`src/rtl/apb_rr_manager_pkg.sv`:
```
// Shared types and default widths for the
// round-robin APB manager.
package apb_rr_manager_pkg;

  typedef enum logic [1:0] {
    IDLE,
    SETUP,
    ACCESS
  } apb_state_e;

  localparam int APB_AW = 10;
  localparam int APB_DW = 8;

endpackage

```
`src/rtl/apb_rr_manager_if.sv`:
```
// APB bus bundle between the manager and
// one subordinate.
interface apb_rr_manager_if
  import apb_rr_manager_pkg::*;
#(
  parameter int ADDR_WIDTH = APB_AW,
  parameter int DATA_WIDTH = APB_DW
);

  logic                  PSELx;
  logic                  PENABLE;
  logic                  PWRITE;
  logic [ADDR_WIDTH-1:0] PADDR;
  logic [DATA_WIDTH-1:0] PWDATA;
  logic [DATA_WIDTH-1:0] PRDATA;
  logic                  PREADY;
  logic                  PSLVERR;

  modport master (
    output PSELx, PENABLE, PWRITE,
    output PADDR, PWDATA,
    input  PRDATA, PREADY, PSLVERR
  );

  modport slave (
    input  PSELx, PENABLE, PWRITE,
    input  PADDR, PWDATA,
    output PRDATA, PREADY, PSLVERR
  );

endinterface

```
`src/rtl/apb_rr_manager_rr_arbiter.sv`:
```
// Round-robin arbiter; owns the last-grant
// pointer, advanced on each accept strobe.
module rr_arbiter #(
  parameter int NUM_REQ = 2
) (
  input  logic                       clk,
  input  logic                       rst_n,
  input  logic [NUM_REQ-1:0]         req,
  input  logic                       adv,
  output logic [NUM_REQ-1:0]         gnt,
  output logic [$clog2(NUM_REQ)-1:0] idx
);

  localparam int IW = $clog2(NUM_REQ);

  logic [IW-1:0] last;
  logic          hit;

  // Indices above the pointer first,
  // then wrap to the low end.
  always_comb begin
    gnt = '0;
    idx = last;
    hit = 1'b0;
    for (int i = 0; i < NUM_REQ; i++) begin
      if (!hit && req[i] && i > int'(last)) begin
        hit    = 1'b1;
        gnt[i] = 1'b1;
        idx    = IW'(i);
      end
    end
    for (int i = 0; i < NUM_REQ; i++) begin
      if (!hit && req[i] && i <= int'(last)) begin
        hit    = 1'b1;
        gnt[i] = 1'b1;
        idx    = IW'(i);
      end
    end
  end

  always_ff @(posedge clk or negedge rst_n) begin
    if (!rst_n) begin
      last <= IW'(NUM_REQ - 1);
    end else if (adv && hit) begin
      last <= idx;
    end
  end

endmodule

```
`src/rtl/apb_rr_manager.sv`:
```
// APB manager sharing one subordinate among
// NUM_REQ requesters with round-robin grant.
module apb_rr_manager
  import apb_rr_manager_pkg::*;
#(
  parameter int NUM_REQ    = 2,
  parameter int ADDR_WIDTH = APB_AW,
  parameter int DATA_WIDTH = APB_DW,
  parameter int TIMEOUT    = 16
) (
  input  logic                          PCLK,
  input  logic                          PRESETn,
  input  logic [NUM_REQ-1:0]            req_valid,
  input  logic [NUM_REQ-1:0]            req_write,
  input  logic [NUM_REQ*ADDR_WIDTH-1:0] req_addr,
  input  logic [NUM_REQ*DATA_WIDTH-1:0] req_wdata,
  output logic [NUM_REQ-1:0]            req_ready,
  output logic [NUM_REQ-1:0]            rsp_valid,
  output logic [DATA_WIDTH-1:0]         rsp_rdata,
  output logic                          rsp_err,
  apb_rr_manager_if.master              apb
);

  localparam int IW = $clog2(NUM_REQ);
  localparam int CW = $clog2(TIMEOUT);

  apb_state_e            state;
  logic                  go;
  logic [NUM_REQ-1:0]    cur;
  logic [CW-1:0]         wcnt;
  logic                  lwrite;
  logic [ADDR_WIDTH-1:0] laddr;
  logic [DATA_WIDTH-1:0] lwdata;

  logic [NUM_REQ-1:0]    gnt;
  logic [IW-1:0]         gidx;
  logic                  any;
  logic                  adv;
  logic                  swrite;
  logic [ADDR_WIDTH-1:0] saddr;
  logic [DATA_WIDTH-1:0] swdata;

  assign any = |req_valid;
  assign adv = any &&
    ((state == IDLE && !go) ||
     (state == ACCESS && apb.PREADY));

  rr_arbiter #(.NUM_REQ(NUM_REQ)) u_arb (
    .clk   (PCLK),
    .rst_n (PRESETn),
    .req   (req_valid),
    .adv   (adv),
    .gnt   (gnt),
    .idx   (gidx)
  );

  always_comb begin
    swrite = 1'b0;
    saddr  = '0;
    swdata = '0;
    for (int i = 0; i < NUM_REQ; i++) begin
      if (gidx == IW'(i)) begin
        swrite = req_write[i];
        saddr  = req_addr[i*ADDR_WIDTH +: ADDR_WIDTH];
        swdata = req_wdata[i*DATA_WIDTH +: DATA_WIDTH];
      end
    end
  end

  // `go` delays SETUP one cycle after an
  // accept from IDLE.
  always_ff @(posedge PCLK or negedge PRESETn) begin
    if (!PRESETn) begin
      state       <= IDLE;
      go          <= 1'b0;
      cur         <= '0;
      wcnt        <= '0;
      lwrite      <= 1'b0;
      laddr       <= '0;
      lwdata      <= '0;
      req_ready   <= '0;
      rsp_valid   <= '0;
      rsp_rdata   <= '0;
      rsp_err     <= 1'b0;
      apb.PSELx   <= 1'b0;
      apb.PENABLE <= 1'b0;
      apb.PWRITE  <= 1'b0;
      apb.PADDR   <= '0;
      apb.PWDATA  <= '0;
    end else begin
      req_ready <= '0;
      rsp_valid <= '0;
      unique case (state)
        IDLE: begin
          if (go) begin
            go         <= 1'b0;
            apb.PSELx  <= 1'b1;
            apb.PWRITE <= lwrite;
            apb.PADDR  <= laddr;
            apb.PWDATA <= lwdata;
            state      <= SETUP;
          end else if (any) begin
            req_ready <= gnt;
            cur       <= gnt;
            lwrite    <= swrite;
            laddr     <= saddr;
            lwdata    <= swdata;
            go        <= 1'b1;
          end
        end
        SETUP: begin
          apb.PENABLE <= 1'b1;
          state       <= ACCESS;
        end
        ACCESS: begin
          if (apb.PREADY) begin
            rsp_valid   <= cur;
            rsp_rdata   <= lwrite ? '0 : apb.PRDATA;
            rsp_err     <= apb.PSLVERR;
            wcnt        <= '0;
            apb.PENABLE <= 1'b0;
            if (any) begin
              req_ready  <= gnt;
              cur        <= gnt;
              lwrite     <= swrite;
              laddr      <= saddr;
              lwdata     <= swdata;
              apb.PWRITE <= swrite;
              apb.PADDR  <= saddr;
              apb.PWDATA <= swdata;
              state      <= SETUP;
            end else begin
              apb.PSELx <= 1'b0;
              state     <= IDLE;
            end
          end else if (wcnt == CW'(TIMEOUT - 1)) begin
            rsp_valid   <= cur;
            rsp_rdata   <= '0;
            rsp_err     <= 1'b1;
            wcnt        <= '0;
            apb.PSELx   <= 1'b0;
            apb.PENABLE <= 1'b0;
            state       <= IDLE;
          end else begin
            wcnt <= wcnt + 1'b1;
          end
        end
        default: state <= IDLE;
      endcase
    end
  end

endmodule

```
`src/flat_wrapper.sv`:
```
// flat-port wrapper written by rule: the top's interface ports become plain ports
module apb_rr_manager_flat import apb_rr_manager_pkg::*;
#(
  parameter int NUM_REQ    = 2,
  parameter int ADDR_WIDTH = APB_AW,
  parameter int DATA_WIDTH = APB_DW,
  parameter int TIMEOUT    = 16
)
  (PCLK, PRESETn, req_valid, req_write, req_addr, req_wdata, req_ready, rsp_valid, rsp_rdata, rsp_err, apb_PSELx, apb_PENABLE, apb_PWRITE, apb_PADDR, apb_PWDATA, apb_PRDATA, apb_PREADY, apb_PSLVERR);
  apb_rr_manager_if #(.ADDR_WIDTH(ADDR_WIDTH), .DATA_WIDTH(DATA_WIDTH)) apb_i ();
  input  logic PCLK;
  input  logic PRESETn;
  input  logic [NUM_REQ-1:0] req_valid;
  input  logic [NUM_REQ-1:0] req_write;
  input  logic [NUM_REQ*ADDR_WIDTH-1:0] req_addr;
  input  logic [NUM_REQ*DATA_WIDTH-1:0] req_wdata;
  output logic [NUM_REQ-1:0] req_ready;
  output logic [NUM_REQ-1:0] rsp_valid;
  output logic [DATA_WIDTH-1:0] rsp_rdata;
  output logic rsp_err;
  output wire logic [$bits(apb_i.PSELx)-1:0] apb_PSELx;
  output wire logic [$bits(apb_i.PENABLE)-1:0] apb_PENABLE;
  output wire logic [$bits(apb_i.PWRITE)-1:0] apb_PWRITE;
  output wire logic [$bits(apb_i.PADDR)-1:0] apb_PADDR;
  output wire logic [$bits(apb_i.PWDATA)-1:0] apb_PWDATA;
  input wire logic [$bits(apb_i.PRDATA)-1:0] apb_PRDATA;
  input wire logic [$bits(apb_i.PREADY)-1:0] apb_PREADY;
  input wire logic [$bits(apb_i.PSLVERR)-1:0] apb_PSLVERR;
  assign apb_PSELx = apb_i.PSELx;
  assign apb_PENABLE = apb_i.PENABLE;
  assign apb_PWRITE = apb_i.PWRITE;
  assign apb_PADDR = apb_i.PADDR;
  assign apb_PWDATA = apb_i.PWDATA;
  assign apb_i.PRDATA = apb_PRDATA;
  assign apb_i.PREADY = apb_PREADY;
  assign apb_i.PSLVERR = apb_PSLVERR;
  apb_rr_manager #(.NUM_REQ(NUM_REQ), .ADDR_WIDTH(ADDR_WIDTH), .DATA_WIDTH(DATA_WIDTH), .TIMEOUT(TIMEOUT)) u_core (.PCLK(PCLK), .PRESETn(PRESETn), .req_valid(req_valid), .req_write(req_write), .req_addr(req_addr), .req_wdata(req_wdata), .req_ready(req_ready), .rsp_valid(rsp_valid), .rsp_rdata(rsp_rdata), .rsp_err(rsp_err), .apb(apb_i));
endmodule
```
`config.mk`:
```
export PLATFORM = sky130hd
export DESIGN_NAME = apb_rr_manager_flat
export DESIGN_NICKNAME = d
export VERILOG_FILES = /design/src/rtl/apb_rr_manager_pkg.sv /design/src/rtl/apb_rr_manager_if.sv /design/src/rtl/apb_rr_manager_rr_arbiter.sv /design/src/rtl/apb_rr_manager.sv /design/src/flat_wrapper.sv
export SDC_FILE = /design/constraint.sdc
export NUM_CORES = 1
export LEC_CHECK = 0
export BUFFER_PORTS_ARGS = -buffer_cell sky130_fd_sc_hd__buf_4
export CORE_UTILIZATION = 40
export DETAILED_ROUTE_END_ITERATION = 7
export PLACE_DENSITY_LB_ADDON = 0.25
export SETUP_SLACK_MARGIN = 0.2
export SLEW_MARGIN = 25
export SYNTH_ARGS = -nofsm -noshare
export SYNTH_HDL_FRONTEND = slang
export SYNTH_HIERARCHICAL = 1
export SYNTH_SLANG_ARGS = --single-unit
export TNS_END_PERCENT = 50
```
`constraint.sdc`:
```
create_clock -name PCLK -period 2.6 [get_ports PCLK]
set_input_delay 0.13 -clock PCLK [delete_from_list [all_inputs] [get_ports PCLK]]
set_output_delay 0.13 -clock PCLK [all_outputs]
set_load 0.03 [all_outputs]
```
==> results of run 1 <==
-- state kept, by name, indices dropped and copies added (netlist names) --
register            flops
u_core/apb.PADDR       10
u_core/apb.PWDATA       8
u_core/state            2
u_core/apb.PWRITE       1
u_core/u_arb/last       1
u_core/apb.PENABLE      1
u_core/lwrite           1
u_core/rsp_valid        2
u_core/req_ready        2
u_core/lwdata           8
u_core/wcnt             4
u_core/laddr           10
u_core/cur              2
u_core/rsp_err          1
u_core/rsp_rdata        8
u_core/go               1
u_core/apb.PSELx        1
-- kinds of logic (layout without fill, tap and decap cells) --
| family | after synthesis | in the layout |
|---|---|---|
| buf+inv | 40 | 137 |
| compound gates | 52 | 52 |
| fa+ha+maj | 5 | 5 |
| flops | 63 | 63 |
| mux | 61 | 61 |
| simple gates | 47 | 47 |
-- worst max-delay path, delay by kind of cell (launching register included) --
kind                       cells  cell delay [ps]
muxes                          1              370
buffers and inverters          2              410
AOI/OAI and AO/OA              1              260
adders and majority gates      1              320
and+or+nand+nor                1              170
DFF                            1              420
-- power by group through the flow --
stage,registers [mW],clock network [mW],logic (mW)
5_1_grt,1.83,0.976,3.16
4_1_cts,1.77,0.927,2.94
3_5_place_dp,1.77,0,2.94
3_3_place_gp,1.77,0,2.86
6_report,1.76,0.908,2.90
2_1_floorplan,2.19,0,1.67
-- cells in the final DEF, fill, tap and decap left out, types with 2 or more instances in the layout --
cell,count
a21o_1,8
a21oi_1,25
a22o_1,2
a31oi_1,3
and2_1,2
and3_1,2
and4_1,8
buf_4,94
bufinv_16,2
clkbuf_8,10
clkinv_2,2
dfrtp_1,62
ha_1,4
inv_1,27
mux2_2,12
mux2_4,10
mux2i_1,39
nand2_1,2
nand3_1,2
nor2_1,25
nor2b_1,4
o21ai_0,4
o2bb2ai_1,2
-- stage by stage --
step,cell area [sq um],power (mW),std cells,setup WS [ps]
5_1_grt,4090,5.96,464,392
6_report,4090,5.57,464,533
2_1_floorplan,3110,3.87,268,589
4_1_cts,4090,5.64,464,540
3_5_place_dp,3870,4.72,448,549
3_3_place_gp,3870,4.63,448,617
-- worst max path at each step --
stage                     from                    to  slack (ps)
6_report       u_core/state[1]  u_core/apb.PWDATA[3]         530
4_1_cts        u_core/state[1]  u_core/apb.PWDATA[3]         540
2_1_floorplan  u_core/state[0]   u_core/apb.PADDR[0]         590
3_5_place_dp   u_core/state[1]  u_core/apb.PWDATA[7]         550
5_1_grt        u_core/state[0]  u_core/apb.PWDATA[3]         390
3_3_place_gp   u_core/state[0]  u_core/apb.PWDATA[5]         620
-- layout make-up --
| cell class | instances | share of cell area |
|---|---|---|
| Sequential cell | 63 | 0.386 |
| Multi-Input combinational cell | 165 | 0.332 |
| Timing Repair Buffer | 95 | 0.175 |
| Clock buffer | 11 | 0.0346 |
| Tap cell | 99 | 0.0303 |
| Inverter | 27 | 0.0248 |
| Clock inverter | 4 | 0.0171 |
-- metal layers --
metal,track usage,vias to the layer above,part of all wire
li1,-,1111,-
met1,0.227,1084,0.46
met3,0.0355,9,0.036
met4,0.0726,0,0.014
met2,0.267,51,0.49
met5,0,-,0
==> results.md, run 1 <==
* Status: finished, final reports clean
* WP data required at 2810 ps
* Depth of the worst hold-timing path at 2
* Final setup fails at 0
* Mapped Nets at 325
* DP HPWL at 4650 um
* Vias in the first global route at 2,214
* Final worst path period share at 0.795
* Post-route setup TNS at 0 ps
* Post-synthesis mux area share at 0.217
* Core Region at 7370 sq um
* Slew @ Worst Pin at 798 ps
* Reg2Reg Launch Point: u_core/state[1]
* Setup Skew at 9.68 ps
* CTS buffer count at 9
* Power per cell area at 1360 nW/um^2
* Cts hold-fix bufs at 1
* FF+latch count, synth at 63
* ANT cells at 0
* Post-Synth Simple-Gate Area at 0.0789
* Mapped Cells at 268
* Pre-antenna DRT Iters at 4
* Hold Slack at 26.3 ps
* Slew Limit Fails at 0
* Lkg Pwr at 2.11 nW
* Area grow syn2layout at 31.6%
* Worst path arrival time at 2270 ps
* Flop pwr share at 0.316
* Combinational power share at 0.521
* Top-area cell type share of the netlist area at 0.499
* Root buffer cell: clkbuf_8
* Yosys warnings at 6
* Switching share of power at 0.391
* Tmin final at 2070 ps
* CTS tree: done
* Fraction of layout cells with a size suffix above 1 at 0.375
* First-pass GRT wire length at 10,800 um
* H-tree levels at 3
* Die X-Extent at 90.1 um
* Initial Utilization at 0.422
* Reg clk slew, reported paths at 70 ps
* Vias at 2,255
* Clk sinks at 63
* Final global-route overflow total at 0
* Unrepaired setup endpoints after global routing: no
* Post-synthesis xor/xnor area fraction at 0
* Maxcap violations at 0
* Worst stage delay on the critical path at 420 ps
* Most frequent cell after synthesis: dfrtp_1
* Top post-synthesis cells by area: dfrtp_1 50%, mux2i_1 13%, mux2_4 4.8%
* Setup crit start kind: flip-flop
* Area used by multi-input combinational logic at 1360 sq um
* Clk pwr share at 0.163
* Setup CP Type: reg2reg
* Ports at 86
* DRT antenna net count at 0
* Reg-to-reg setup timing slack at 530 ps
* Max Clk Rate at 484 MHz
* Largest family of logic cells by synthesized area: multiplexers
* Slowest-stage cell, CP: dfrtp_1
* Number of synthesized flops with an enable pin at 0
* Largest area contributor in the netlist: dfrtp_1
* Mean Syn Cell Area at 11.6 sq um
* Initial antenna violation count at 0
* Commonest cells in the netlist: 62 x dfrtp_1, 39 x mux2i_1, 27 x inv_1
* DR iter-0 viols at 88
* DIE AREA at 8120 sq um
* Postcts setup bufs at 0
* IO buf count at 85
* Nets@finish at 418
* Post-synth cell types at 33
* Placer Congestion at 0.764
* CTS resizes at 0
* Seq. cell area at 1580 sq um
* Worst VDD drop at 0.635 mV
* Drt via density at 4.86
* Main synth FF type: dfrtp_1
* Adder-cell share of the synthesized area at 0.0201
* Final core occ at 0.555
* Hold worst-path end: u_core/u_arb/last
* Crit-path cells: inv_1 -> ha_1 -> nor2_1 -> a211oi_4 -> buf_4 -> mux2_2
* Hold Crit Start: req_valid[0]
* Clk buf depth at 2
* Register area share after synthesis at 0.508
* Largest net degree at the start of global routing at 64
* Mapped Area at 3110 sq um
* DRC violations left at 0
* # fillers at 659
* Crit. End Element: flip-flop
* Worst min path class: in2reg
* WL/cell at 14.2 um
* R2R cell count at 6
* Cell Int Power at 3.40 mW
* Reg2reg end: u_core/apb.PWDATA[3]
* Clk Latency, worst-skew pair at 330 ps
* Max-slew headroom at 0.468
* CP max FO at 14
* Aggregate global-route resource usage at 0.170
* Total Wirelength at 6570 um
* Post-synth ARST share at 1.00
* Final Hold Fails at 0
* # rows at 31
* Die Y at 90.1 um
* Net Sw Power at 2.18 mW
* Post-synthesis compound-gate area fraction at 0.118
Note: power is estimated with default switching activity, not from simulation.
==> inputs of run 2 (changes only) <==
clock period = 2.1 ns   (was 2.6 ns; I/O delays follow)
==> run 2 against run 1 <==
Net effect: clock-buffer cell count down 1; combinational power up 30%; power up 28%; hold slack better by 52 ps; global-route usage up 0.26 points; critical path type unchanged; first-iteration DRC count down 11%; wire length up 2.5%; sequential power up 25%; largest power group unchanged.
==> results.md, run 2 (same netlist as run 1, synthesis figures left out) <==
* Status: finished, final reports clean
* DRT antenna net count at 0 (unchanged)
* Placer Congestion at 0.778 (+1.9%)
* Unrepaired setup endpoints after global routing: yes
* DIE AREA at 8120 sq um (unchanged)
* Crit. End Element: flip-flop
* Area used by multi-input combinational logic at 1390 sq um (+2.2%)
* Maxcap violations at 0 (unchanged)
* Clk buf depth at 2 (unchanged)
* Final global-route overflow total at 0 (unchanged)
* CP max FO at 8 (-6)
* Fraction of layout cells with a size suffix above 1 at 0.400 (+0.0247)
* IO buf count at 85 (unchanged)
* GR met1 Demand/Resource at 0.221 (-0.00546)
* Max-slew headroom at 0.467 (-0.00167)
* Busiest layer in global routing: met2
* Total Power at 7.16 mW (+28%)
* Setup crit start kind: flip-flop
* Aggregate global-route resource usage at 0.172 (+0.00263)
* Finished Layout Cells at 474 (+2.2%)
* Worst path arrival time at 2070 ps (-200 ps)
* First-pass GRT wire length at 11,000 um (+2.2%)
* Worst min path class: in2reg
* Root buffer cell: clkbuf_8
* Global Route met3 Usage at 0.0474 (+0.0118)
* Drt via density at 4.87 (+0.28%)
* Vias at 2,310 (+2.4%)
* # rows at 31 (unchanged)
* Initial antenna violation count at 0 (unchanged)
* Final core occ at 0.572 (+0.0173)
* Reg-to-reg setup timing slack at 260 ps (-280 ps)
* Clk Latency, worst-skew pair at 350 ps (+20 ps)
* Tmin final at 1840 ps (-223 ps)
* Vias in the first global route at 2,310 (+4.3%)
* Ports at 86 (unchanged)
* Worst stage delay on the critical path at 400 ps (-20 ps)
* Slew Limit Fails at 0 (unchanged)
* DRC violations left at 0 (unchanged)
* Slew @ Worst Pin at 800 ps (+2.51 ps)
* Pre-antenna DRT Iters at 4 (unchanged)
* Area grow syn2layout at 35.7%
* ANT cells at 0 (unchanged)
* Seq. cell area at 1580 sq um (about the same)
* Slack of the critical path at 256 ps (-277 ps)
* Slowest-stage cell, CP: dfrtp_1
* DP Cell Count at 449 (+0.22%)
* GRT met2 Usage at 0.274 (+0.00636)
* WL/cell at 14.2 um (+0.30%)
* Final Hold Fails at 0 (unchanged)
* Final worst path period share at 0.878 (+0.0831)
* Reg clk slew, reported paths at 70 ps (about the same)
* Setup CP Type: reg2reg
* Power per cell area at 1700 nW/um^2 (+25%)
* Worst VDD drop at 0.736 mV (+16%)
* Most common cell after layout, fill and taps aside: buf_4
* Core Region at 7370 sq um (unchanged)
* Lkg Pwr at 2.15 nW (+2.1%)
* Setup WS pre-CTS at 137 ps (-412 ps)
* Setup Skew at 6.24 ps (-3.45 ps)
* Clk sinks at 63 (unchanged)
* Final setup fails at 0 (unchanged)
* WP data required at 2330 ps (-480 ps)
* Post-route setup TNS at 0 ps (unchanged)
* Initial Utilization at 0.422 (unchanged)
* Total Wirelength at 6730 um (+2.5%)
* DP HPWL at 4530 um (-2.6%)
* Largest net degree at the start of global routing at 64 (unchanged)
* CTS tree: done
* H-tree levels at 3 (unchanged)
* DR iter-0 viols at 78 (-11%)
* Biggest regs: u_core/apb.PADDR (10), u_core/laddr (10)
* Crit-path cells: inv_2 -> ha_4 -> nor2b_4 -> a2111oi_4 -> buf_4 -> mux2_2
* Nets@finish at 427 (+2.2%)
* Die X-Extent at 90.1 um (unchanged)
* Max Clk Rate at 542 MHz (+12%)
* CTS buffer count at 9 (unchanged)
* # fillers at 655 (-0.61%)
* Die Y at 90.1 um (unchanged)
* Leading cell types in the layout, fill and taps excluded: 98 x buf_4, 61 x dfrtp_1, 39 x mux2i_1
run 2: final timing paths:
| kind | from | to | cells after the start |
|---|---|---|---|
| setup / recovery | u_core/state[0] | u_core/cur[0] | 6 |
| hold / removal | apb_PREADY | u_core/wcnt[2] | 2 |
| min in group asynchronous | PRESETn | u_core/wcnt[2] | 2 |
| hold reg to reg | u_core/rsp_rdata[2] | u_core/rsp_rdata[2] | 1 |
| max in group asynchronous | PRESETn | u_core/state[1] | 2 |
| setup reg to reg | u_core/state[0] | u_core/cur[0] | 6 |
run 2: report_power, final:
| group | switching [mW] | internal (mW) |
|---|---|---|
| clock network | 0.502 | 0.706 |
| registers | 0.372 | 1.82 |
| logic | 1.94 | 1.82 |
| total | 2.82 | 4.35 |
run 2: what timing repair did:
item | CTS | global route
gates resized for setup | 1 | 4
setup endpoints to repair | 14 | 41
pin swaps | 1 | 1
gates cloned | 0 | 1
endpoints found under the hold margin | 64 | 0
hold buffers | 3 | 0
setup buffers | 0 | 5
run 2: layer usage:
layer | wire length, um | part of all wire | up-vias
li1 | - | - | 1139
met1 | 3160 | 0.47 | 1095
met2 | 3140 | 0.47 | 66
met3 | 338 | 0.050 | 10
met4 | 97 | 0.014 | 0
met5 | 0 | 0 | -
run 2: layout make-up:
cell class              count  share of cell area
flip-flops and latches     63               0.375
multi-input cells         165               0.329
repair buffers            104               0.188
clock buffers              10              0.0327
well taps                  99              0.0294
inverters                  27              0.0240
clock inverters             6              0.0220
run 2: metrics by stage:
| step | instance area (sq um) | hold WS (ps) |
|---|---|---|
| floorplan | 3140 | -191 |
| global placement | 3900 | 249 |
| detailed placement | 3900 | 247 |
| CTS | 4160 | 54.1 |
| global route | 4220 | 73.7 |
| finish | 4220 | 78.4 |
run 2: critical path, delay by kind of cell (launching register included):
kind	cells	cell delay (ps)
AOI/OAI and AO/OA	1	360
adders and majority gates	1	200
buffers and inverters	2	290
DFF	1	400
muxes	1	330
and+or+nand+nor	1	160
==> inputs of run 3 (changes only) <==
CELL_PAD_IN_SITES_DETAIL_PLACEMENT = 0   (was default)
CELL_PAD_IN_SITES_GLOBAL_PLACEMENT = 1   (was default)
==> run 3 against run 2 <==
Net effect: power shrank 1.7%; core utilization shrank 0.53 points; cell area shrank 0.92%; hold slack lost 26 ps; non-clock buffer count shrank 2; final cell count shrank 0.42%; fmax shrank 0.71%; sequential share of layout area grew 0.35 points; highest routed layer unchanged; critical path depth is the same; combinational power grew 2%.
==> results.md, run 3 (same netlist as run 1, synthesis figures left out) <==
* Worst VDD drop at 0.767 mV (+4.1%)
* Slew Limit Fails at 0 (unchanged)
* Nets@finish at 425 (-0.47%)
* Maxcap violations at 0 (unchanged)
* Tmin final at 1860 ps (+13.2 ps)
* Crit. End Element: flip-flop
* Vias in the first global route at 2,281 (-1.3%)
* Worst stage delay on the critical path at 410 ps (about the same)
* Vias at 2,279 (-1.3%)
* First-pass GRT wire length at 10,900 um (-1.5%)
* CP max FO at 6 (-2)
* Max-slew headroom at 0.466 (about the same)
* Lkg Pwr at 2.15 nW (about the same)
* Core Region at 7370 sq um (unchanged)
* Worst min path class: in2reg
* Pre-antenna DRT Iters at 4 (unchanged)
* Ports at 86 (unchanged)
* Most common cell after layout, fill and taps aside: buf_4
* Max Clk Rate at 538 MHz (-0.71%)
* Area grow syn2layout at 34.4%
* Final worst path period share at 0.884 (+0.00629)
* Unrepaired setup endpoints after global routing: yes
* Setup CP Type: reg2reg
* Leading cell types in the layout, fill and taps excluded: 94 x buf_4, 61 x dfrtp_1, 39 x mux2i_1
* WP data required at 2310 ps (-20 ps)
* Status: finished, final reports clean
* IO buf count at 85 (unchanged)
* Power per cell area at 1690 nW/um^2 (-0.74%)
* Worst path arrival time at 2070 ps (about the same)
* WL/cell at 14.2 um (+0.16%)
* CTS buffer count at 9 (unchanged)
* Slew @ Worst Pin at 800 ps (+0.379 ps)
* WP buf/inv at 2 (unchanged)
* Reg clk slew, reported paths at 70 ps (about the same)
* H-tree levels at 3 (unchanged)
* DIE AREA at 8120 sq um (unchanged)
* Setup Skew at 8.19 ps (+1.95 ps)
* Hold Slack at 52.3 ps (-26.1 ps)
* Root buffer cell: clkbuf_8
* # rows at 31 (unchanged)
* CTS tree: done
* Drt via density at 4.83 (-0.92%)
* CP top delay family: compound AO/OA/AOI/OAI gates
* Placed cell area at 3880 sq um (-0.39%)
* Die X-Extent at 90.1 um (unchanged)
* DRT antenna net count at 0 (unchanged)
* Final core occ at 0.567 (-0.00526)
* Setup crit start kind: flip-flop
* Biggest regs: u_core/apb.PADDR (10), u_core/laddr (10)
* DRC violations left at 0 (unchanged)
* Total Power at 7.04 mW (-1.7%)
* Crit-path cells: inv_2 -> ha_4 -> o211ai_4 -> a211oi_4 -> buf_6 -> mux2_2
* Post-route setup TNS at 0 ps (unchanged)
* Final Hold Fails at 0 (unchanged)
* Largest net degree at the start of global routing at 64 (unchanged)
* Final global-route overflow total at 0 (unchanged)
* Initial Utilization at 0.422 (unchanged)
* Die Y at 90.1 um (unchanged)
* DP HPWL at 4500 um (-0.79%)
* Clk sinks at 63 (unchanged)
* Slowest-stage cell, CP: dfrtp_1
* Final setup fails at 0 (unchanged)
* ANT cells at 0 (unchanged)
* Fraction of layout cells with a size suffix above 1 at 0.397 (-0.00322)
* Design area at 4180 sq um (-0.92%)
* # fillers at 670 (+2.3%)
* Clk buf depth at 2 (unchanged)
* Initial antenna violation count at 0 (unchanged)
* Aggregate global-route resource usage at 0.170 (-0.00252)
* DR iter-0 viols at 38 (-51%)
* Total Wirelength at 6720 um (-0.27%)
* Placer Congestion at 0.734 (-5.7%)
* Clk Latency, worst-skew pair at 330 ps (-20 ps)
[run 3: through the flow]
step / std cells / worst slack (ps)
2_1_floorplan: 268 / 177
3_3_place_gp: 447 / 212
3_5_place_dp: 447 / 151
4_1_cts: 465 / 186
5_1_grt: 472 / 186
6_report: 472 / 243
[run 3: what timing repair did]
action / CTS / global route
setup buffers: 0 / 6
gates resized for setup: 2 / 10
hold buffers: 2 / 0
hold endpoints to repair: 63 / 0
gates cloned: 0 / 1
setup endpoints to repair: 17 / 37
pin swaps: 1 / 2
[run 3: cell type report]
class,count,area [sq um],share of cell area
tap,99,124,0.0297
multi-input combinational,165,1390,0.332
inverter,27,101,0.0243
timing repair buffer,102,798,0.191
sequential,63,1580,0.378
clock inverter,5,57.6,0.0138
clock buffer,11,131,0.0315
[run 3: worst paths after layout]
check | to | depth (start not counted) | slack, ps | from
worst max-delay path | u_core/apb.PWDATA[1] | 6 | 240 | u_core/state[0]
worst min-delay path | u_core/rsp_err | 3 | 50 | apb_PSLVERR
worst max register to register | u_core/apb.PWDATA[1] | 6 | 240 | u_core/state[0]
worst min register to register | u_core/rsp_rdata[3] | 1 | 480 | u_core/rsp_rdata[3]
max in group asynchronous | u_core/state[1] | 2 | 1150 | PRESETn
min in group asynchronous | u_core/rsp_rdata[3] | 2 | 400 | PRESETn
[run 3: where the power goes]
part           switching (mW)  internal (mW)  total (mW)
clock                   0.483          0.552        1.03
combinational            1.98           1.85        3.83
sequential              0.357           1.82        2.18
[run 3: layer usage]
metal / vias to the layer above / GRT usage / routed length, um
met1: 1084 / 0.225 / 3230
met3: 9 / 0.0448 / 268
met2: 53 / 0.263 / 3120
met5: - / 0 / 0
met4: 0 / 0.0726 / 100
li1: 1133 / - / -
[run 3: worst reg2reg max path, stage by stage, from the launching register on]
cell and delay, ps:
dfrtp_1 410, inv_2 120, ha_4 210, o211ai_4 100, a211oi_4 360, buf_6 200
mux2_2 340
